===== src/rtl/sub_module_pipe_if.sv =====
// Handshake and data bundle for sub_module_pipe: upstream beat in, downstream beat out.
// The master modport drives upstream data and downstream ready; the slave is the pipeline.
interface sub_module_pipe_if #(
  parameter int WIDTH = 4
);
  logic             io_in_valid;
  logic             io_in_ready;
  logic [WIDTH-1:0] io_inp;
  logic             io_mode;
  logic             io_out_valid;
  logic             io_out_ready;
  logic [WIDTH-1:0] io_out;
  logic             io_out_ovf;
  logic [7:0]       io_count;

  modport master (
    output io_in_valid, io_inp, io_mode, io_out_ready,
    input  io_in_ready, io_out_valid, io_out, io_out_ovf, io_count
  );

  modport slave (
    input  io_in_valid, io_inp, io_mode, io_out_ready,
    output io_in_ready, io_out_valid, io_out, io_out_ovf, io_count
  );
endinterface


===== src/rtl/sub_module_pipe.sv =====
// Elastic pipeline of STAGES increment stages; each adds STEP with wrap or saturate
// behaviour chosen per beat, carries a sticky overflow flag, and counts delivered beats.
module sub_module_pipe #(
  parameter int WIDTH  = 4,
  parameter int STAGES = 2,
  parameter int STEP   = 1
) (
  input  logic              clock,
  input  logic              reset,
  sub_module_pipe_if.slave  bus
);

  localparam logic [WIDTH:0] STEP_EXT = (WIDTH+1)'(STEP);

  function automatic logic [WIDTH:0] add_step(input logic [WIDTH-1:0] a);
    return {1'b0, a} + STEP_EXT;
  endfunction

  function automatic logic [WIDTH-1:0] clamp_sum(input logic [WIDTH:0] s, input logic sat);
    logic [WIDTH-1:0] r;
    if (sat && s[WIDTH]) begin
      r = {WIDTH{1'b1}};
    end else begin
      r = s[WIDTH-1:0];
    end
    return r;
  endfunction

  logic [STAGES-1:0]            valid_q, valid_d;
  logic [STAGES-1:0][WIDTH-1:0] data_q,  data_d;
  logic [STAGES-1:0]            mode_q,  mode_d;
  logic [STAGES-1:0]            ovf_q,   ovf_d;
  logic [7:0]                   count_q, count_d;

  logic [STAGES-1:0]            ready_s;
  logic [STAGES-1:0]            src_valid_s;
  logic [STAGES-1:0][WIDTH-1:0] src_data_s;
  logic [STAGES-1:0]            src_mode_s;
  logic [STAGES-1:0]            src_ovf_s;
  logic                         out_fire_s;
  logic                         unused_mode_s;

  // Stage k can accept when any stage from k downstream has a hole, or the sink is ready.
  always_comb begin
    ready_s = {STAGES{1'b0}};
    for (int k = 0; k < STAGES; k++) begin
      logic rdy;
      rdy = bus.io_out_ready;
      for (int j = k; j < STAGES; j++) begin
        rdy = rdy | ~valid_q[j];
      end
      ready_s[k] = rdy;
    end
  end

  // Feed of each stage: the upstream port for stage 0, the previous stage otherwise.
  always_comb begin
    src_valid_s    = valid_q;
    src_data_s     = data_q;
    src_mode_s     = mode_q;
    src_ovf_s      = ovf_q;
    src_valid_s[0] = bus.io_in_valid;
    src_data_s[0]  = bus.io_inp;
    src_mode_s[0]  = bus.io_mode;
    src_ovf_s[0]   = 1'b0;
    for (int k = 1; k < STAGES; k++) begin
      src_valid_s[k] = valid_q[k-1];
      src_data_s[k]  = data_q[k-1];
      src_mode_s[k]  = mode_q[k-1];
      src_ovf_s[k]   = ovf_q[k-1];
    end
  end

  // Next state per stage: load on transfer, empty when drained without refill, else hold.
  always_comb begin
    valid_d = valid_q;
    data_d  = data_q;
    mode_d  = mode_q;
    ovf_d   = ovf_q;
    for (int k = 0; k < STAGES; k++) begin
      logic [WIDTH:0] sum;
      sum = add_step(src_data_s[k]);
      if (ready_s[k]) begin
        valid_d[k] = src_valid_s[k];
        if (src_valid_s[k]) begin
          data_d[k] = clamp_sum(sum, src_mode_s[k]);
          mode_d[k] = src_mode_s[k];
          ovf_d[k]  = src_ovf_s[k] | sum[WIDTH];
        end else begin
          data_d[k] = data_q[k];
          mode_d[k] = mode_q[k];
          ovf_d[k]  = ovf_q[k];
        end
      end else begin
        valid_d[k] = valid_q[k];
        data_d[k]  = data_q[k];
        mode_d[k]  = mode_q[k];
        ovf_d[k]   = ovf_q[k];
      end
    end
  end

  assign out_fire_s = valid_q[STAGES-1] & bus.io_out_ready;

  // Delivered-beat counter, wraps naturally at 8 bits.
  always_comb begin
    if (out_fire_s) begin
      count_d = count_q + 8'd1;
    end else begin
      count_d = count_q;
    end
  end

  // State registers with synchronous active-low reset.
  always_ff @(posedge clock) begin
    if (!reset) begin
      valid_q <= {STAGES{1'b0}};
      data_q  <= '{default: {WIDTH{1'b0}}};
      mode_q  <= {STAGES{1'b0}};
      ovf_q   <= {STAGES{1'b0}};
      count_q <= 8'd0;
    end else begin
      valid_q <= valid_d;
      data_q  <= data_d;
      mode_q  <= mode_d;
      ovf_q   <= ovf_d;
      count_q <= count_d;
    end
  end

  // The last stage's mode has no consumer once the result is final.
  assign unused_mode_s    = mode_q[STAGES-1];

  assign bus.io_in_ready  = ready_s[0];
  assign bus.io_out_valid = valid_q[STAGES-1];
  assign bus.io_out       = data_q[STAGES-1];
  assign bus.io_out_ovf   = ovf_q[STAGES-1];
  assign bus.io_count     = count_q;

endmodule


===== src/flat_wrapper.sv =====
// flat-port wrapper written by rule: the top's interface ports become plain ports
module sub_module_pipe_flat 
#(
  parameter int WIDTH  = 4,
  parameter int STAGES = 2,
  parameter int STEP   = 1
)
  (clock, reset, bus_io_in_valid, bus_io_inp, bus_io_mode, bus_io_out_ready, bus_io_in_ready, bus_io_out_valid, bus_io_out, bus_io_out_ovf, bus_io_count);
  sub_module_pipe_if #(.WIDTH(WIDTH)) bus_i ();
  input  logic clock;
  input  logic reset;
  input wire logic [$bits(bus_i.io_in_valid)-1:0] bus_io_in_valid;
  input wire logic [$bits(bus_i.io_inp)-1:0] bus_io_inp;
  input wire logic [$bits(bus_i.io_mode)-1:0] bus_io_mode;
  input wire logic [$bits(bus_i.io_out_ready)-1:0] bus_io_out_ready;
  output wire logic [$bits(bus_i.io_in_ready)-1:0] bus_io_in_ready;
  output wire logic [$bits(bus_i.io_out_valid)-1:0] bus_io_out_valid;
  output wire logic [$bits(bus_i.io_out)-1:0] bus_io_out;
  output wire logic [$bits(bus_i.io_out_ovf)-1:0] bus_io_out_ovf;
  output wire logic [$bits(bus_i.io_count)-1:0] bus_io_count;
  assign bus_i.io_in_valid = bus_io_in_valid;
  assign bus_i.io_inp = bus_io_inp;
  assign bus_i.io_mode = bus_io_mode;
  assign bus_i.io_out_ready = bus_io_out_ready;
  assign bus_io_in_ready = bus_i.io_in_ready;
  assign bus_io_out_valid = bus_i.io_out_valid;
  assign bus_io_out = bus_i.io_out;
  assign bus_io_out_ovf = bus_i.io_out_ovf;
  assign bus_io_count = bus_i.io_count;
  sub_module_pipe #(.WIDTH(WIDTH), .STAGES(STAGES), .STEP(STEP)) u_core (.clock(clock), .reset(reset), .bus(bus_i));
endmodule

===== config.mk =====
export PLATFORM = sky130hd
export DESIGN_NAME = sub_module_pipe_flat
export DESIGN_NICKNAME = d
export VERILOG_FILES = /design/src/rtl/sub_module_pipe_if.sv /design/src/rtl/sub_module_pipe.sv /design/src/flat_wrapper.sv
export SDC_FILE = /design/constraint.sdc
export NUM_CORES = 1
export LEC_CHECK = 0
export BUFFER_PORTS_ARGS = -buffer_cell sky130_fd_sc_hd__buf_2
export CELL_PAD_IN_SITES_DETAIL_PLACEMENT = 0
export CELL_PAD_IN_SITES_GLOBAL_PLACEMENT = 1
export CORE_UTILIZATION = 37
export DETAILED_ROUTE_END_ITERATION = 7
export PLACE_DENSITY_LB_ADDON = 0.1
export SLEW_MARGIN = 40
export SYNTH_ARGS = -nofsm -noshare
export SYNTH_HDL_FRONTEND = slang
export SYNTH_SLANG_ARGS = --single-unit

===== constraint.sdc =====
create_clock -name clock -period 1.7 [get_ports clock]
set_input_delay 0.51 -clock clock [delete_from_list [all_inputs] [get_ports clock]]
set_output_delay 0.51 -clock clock [all_outputs]
set_load 0.05 [all_outputs]

==> results.md <==
- The run finished with clean final reports.
- The first-pass iteration count of the detailed router is 3.
- The overall fraction of global-route tracks in use is 14.9%.
- The number of slew-limit violations in the final report is 0.
- The part of the Yosys area used for sequential elements is 44.7%.
- TritonCTS created 3 clock buffers.
- After synthesis the netlist holds a flip-flop and latch count of 21.
- The synthesized netlist contains 27 unique library cells.
- Measured along the x axis, the die boundary spans 52.4 um.
- The count of inserted antenna diode cells is 0.
- The critical path startpoint category is a primary input.
- Of all flip-flops after synthesis, the portion carrying an async set or reset was 0%.
- Setup repair after global routing left no endpoint under its margin.
- The number of violations of the max-capacitance limit is 0.
- The type of the tightest min-delay check is in -> reg.
- In this run the core area contains 17 standard-cell rows.
- The data arrival time of the critical path is 1100 ps.
- The actual transition at the worst max-transition pin is 256 ps.
- The chip height is 52.4 um.
- For this design the ratio of total power to cell area is 803 nW/um^2.
- Summed over all nets, the half-perimeter wirelength after detailed placement is 1460 um.
- Dividing the detail-routed wire length by the instance count gives 11.7 um.
- The detailed router placed 818 vias in this run.
- The weighted congestion reported at the end of routability-driven placement is 0.736.
- The critical path class is in -> out.
- The cell sitting at the root of the clock tree is a sky130_fd_sc_hd__clkbuf_4.
- The highest attainable clock frequency is 0.619 GHz.
- After global routing the overflow that remains totals 0.
- CTS built an H-tree with a depth of 1.
- The die covers 2750 um^2.
- The longest clock path from root to sink contains 2 buffers.
- In the finished design, the share of the clock period the worst path needs comes to 95.0%.
- After layout, the worst setup slack is 85.1 ps.
- In the routed layout, each cell is associated on average with a via count of 5.14.
- Synthesis handed over a netlist of 103 instances.
- In this run the count of I/O pins placed on the die edge is 24.
- Yosys printed 0 warnings.
- The starting utilization of the core area is 41.0%.
- Adding up every negative setup slack in the final design gives 0 ps.
- The antenna violation net count after detailed routing is 0.
- The final count of hold timing violations is 0.
- Counting every sink on the clock net gives 21.
- Counting flops with a built-in enable in the synthesized netlist gives 0.
- The maximum vdd ir drop is 0.664 mV.
- For this design the static power due to leakage is 0.000464 uW.
- In this run the tool buffered the top-level ports with 23 buffer cells.
- The total wire length after detailed routing is 1860 um.
- On the final layout, the worst clock skew is 3.57 ps.
- The synthesized netlist net count is 115.
- For this block, the initial DRC count from the detailed router was 7.
- Headroom to the max-slew limit came out at 82.8%.
- The share of final-layout standard cells stronger than drive strength 1 is 29.0%.
- The mean area per synthesized cell is 9.13 um^2.
- In this run the worst path has a maximum fanout of 4.
- Summed over all instances, the cell type with the most area after synthesis is sky130_fd_sc_hd__dfxtp_1.
- The clock-pin transition on the worst setup and hold timing paths is 110 ps.
- Clock latency on the worst-skew pair, taken at its later pin, is 300 ps.
- The worst setup slack for register-to-register paths is 310 ps.
- The first global-routing pass estimated 2980 um of wire.
- The most used flip-flop cell after synthesis is sky130_fd_sc_hd__dfxtp_1.
- The net count of the finished layout is 144.
- After detailed routing, the number of remaining DRC violations is 0.
- The initial antenna violation count was 0.
- TritonCTS built the clock tree.
- STA classifies the critical path endpoint as an output pin.
- Summing every instance area after synthesis gives 941 um^2.
- The required time of the worst setup path is 1190 ps.
- The area growth from synthesis to layout is 20.2%.
- The fraction of the core area covered by cells at the end of the flow is 49.2%.
- Yosys attributes the largest share of cell area to sky130_fd_sc_hd__dfxtp_1 45%, sky130_fd_sc_hd__a21oi_1 8.5%, sky130_fd_sc_hd__nand3_1 4.8%, sky130_fd_sc_hd__a311oi_1 4.7%, sky130_fd_sc_hd__ha_1 4.0%.
- Timing analysis after detailed placement gives a worst setup slack of 54.0 ps.
- The design draws 908 uW.
- The largest net degree at the start of global routing is 14.
- The core region is 2300 um^2.
- The number of global-route vias before repair was 689.
- The minimum clock period after layout is 1610 ps.
- In this run the biggest area consumer among cell types represents 44.7% of the synthesized area.
- In this run the post-CTS setup repair buffer count came out at 0.
- The number of fill cells is 233.
- The count of endpoints failing setup in the final report is 0.
-- kinds of logic (layout without fill, tap and decap cells) --
| group | after synthesis | after routing | synth area share (%) |
|---|---|---|---|
| simple gates | 28 | 28 | 16.9 |
| buf+inv | 12 | 40 | 6.38 |
| flops | 21 | 21 | 44.7 |
| fa+ha+maj | 3 | 3 | 3.99 |
| compound gates | 33 | 33 | 22.5 |
| xor+xnor | 6 | 6 | 5.59 |
-- synthesized netlist by cell type, types with 2 or more instances --
cell                       instances
sky130_fd_sc_hd__a21oi_1          16
sky130_fd_sc_hd__a311oi_1          5
sky130_fd_sc_hd__buf_4             4
sky130_fd_sc_hd__dfxtp_1          21
sky130_fd_sc_hd__ha_1              3
sky130_fd_sc_hd__inv_1             5
sky130_fd_sc_hd__nand2_1           3
sky130_fd_sc_hd__nand3_1           9
sky130_fd_sc_hd__nand4_1           3
sky130_fd_sc_hd__nor2_1            3
sky130_fd_sc_hd__o21ai_0           5
sky130_fd_sc_hd__o221a_2           3
sky130_fd_sc_hd__o31ai_1           2
sky130_fd_sc_hd__or3_1             3
sky130_fd_sc_hd__or4_1             2
sky130_fd_sc_hd__xnor2_1           3
sky130_fd_sc_hd__xor2_1            3
-- registers in the layout, indices dropped and copies added (netlist names) --
name                 count
u_core.ovf_q             2
u_core.bus.io_count      8
u_core.data_q            4
u_core.valid_q           2
u_core.mode_q            1
u_core.bus.io_out        4
-- layer usage --
layer  GRT usage [%]  vias up  wire length (um)
met3            5.22        2                99
met5               0        -                 0
met1            19.0      359               957
met2            23.6       20               793
li1                -      437                 -
met4            3.95        0                14
-- placed cells by master, fill, tap and decap left out, types with 5 or more instances in the layout --
cell	netlist	routed
sky130_fd_sc_hd__dfxtp_1	21	21
sky130_fd_sc_hd__a311oi_1	5	5
sky130_fd_sc_hd__o21ai_0	5	5
sky130_fd_sc_hd__buf_2	0	22
sky130_fd_sc_hd__nand3_1	9	9
sky130_fd_sc_hd__inv_1	5	5
sky130_fd_sc_hd__buf_4	4	7
sky130_fd_sc_hd__a21oi_1	16	16
-- layout make-up --
class                   instances  area, um^2  share of cell area (%)
clock buffers                   4        26.3                    2.32
repair buffers                 29         163                    14.4
well taps                      28        35.0                    3.10
flip-flops and latches         21         420                    37.2
inverters                       7        26.3                    2.32
multi-input cells              70         460                    40.7
-- report_power, final --
| part | switching [uW] | internal (uW) | leakage [uW] |
|---|---|---|---|
| Sequential | 16.8 | 514 | 0.000172 |
| Clock | 141 | 91.4 | 0.0000150 |
| Combinational | 92.2 | 52.1 | 0.000278 |
| Total | 250 | 658 | 0.000464 |
-- final timing paths --
check,startpoint,endpoint,depth (start not counted)
worst max-delay path,bus_io_out_ready,bus_io_in_ready,4
worst min-delay path,bus_io_inp[0],u_core.data_q[0],2
worst max register to register,u_core.bus.io_count[0],u_core.bus.io_count[6],4
worst min register to register,u_core.bus.io_count[7],u_core.bus.io_count[7],2
-- metrics by stage --
stage / cells / hold slack, ps / instance area [um^2]
floorplan: 103 / 449 / 941
global placement: 155 / 458 / 1100
detailed placement: 155 / 479 / 1100
CTS: 159 / 424 / 1130
global route: 159 / 437 / 1130
finish: 159 / 435 / 1130
-- critical path: stages --
cell and delay (ps):
sky130_fd_sc_hd__buf_2 110, sky130_fd_sc_hd__and3b_2 270, sky130_fd_sc_hd__inv_2 40, sky130_fd_sc_hd__buf_4 180
-- repair_timing --
action / CTS / global route
gates resized for setup: 0 / 2
endpoints found under the setup margin: 0 / 1
hold buffers: 0 / 0
No activity file was read; power rests on OpenSTA's default activity.
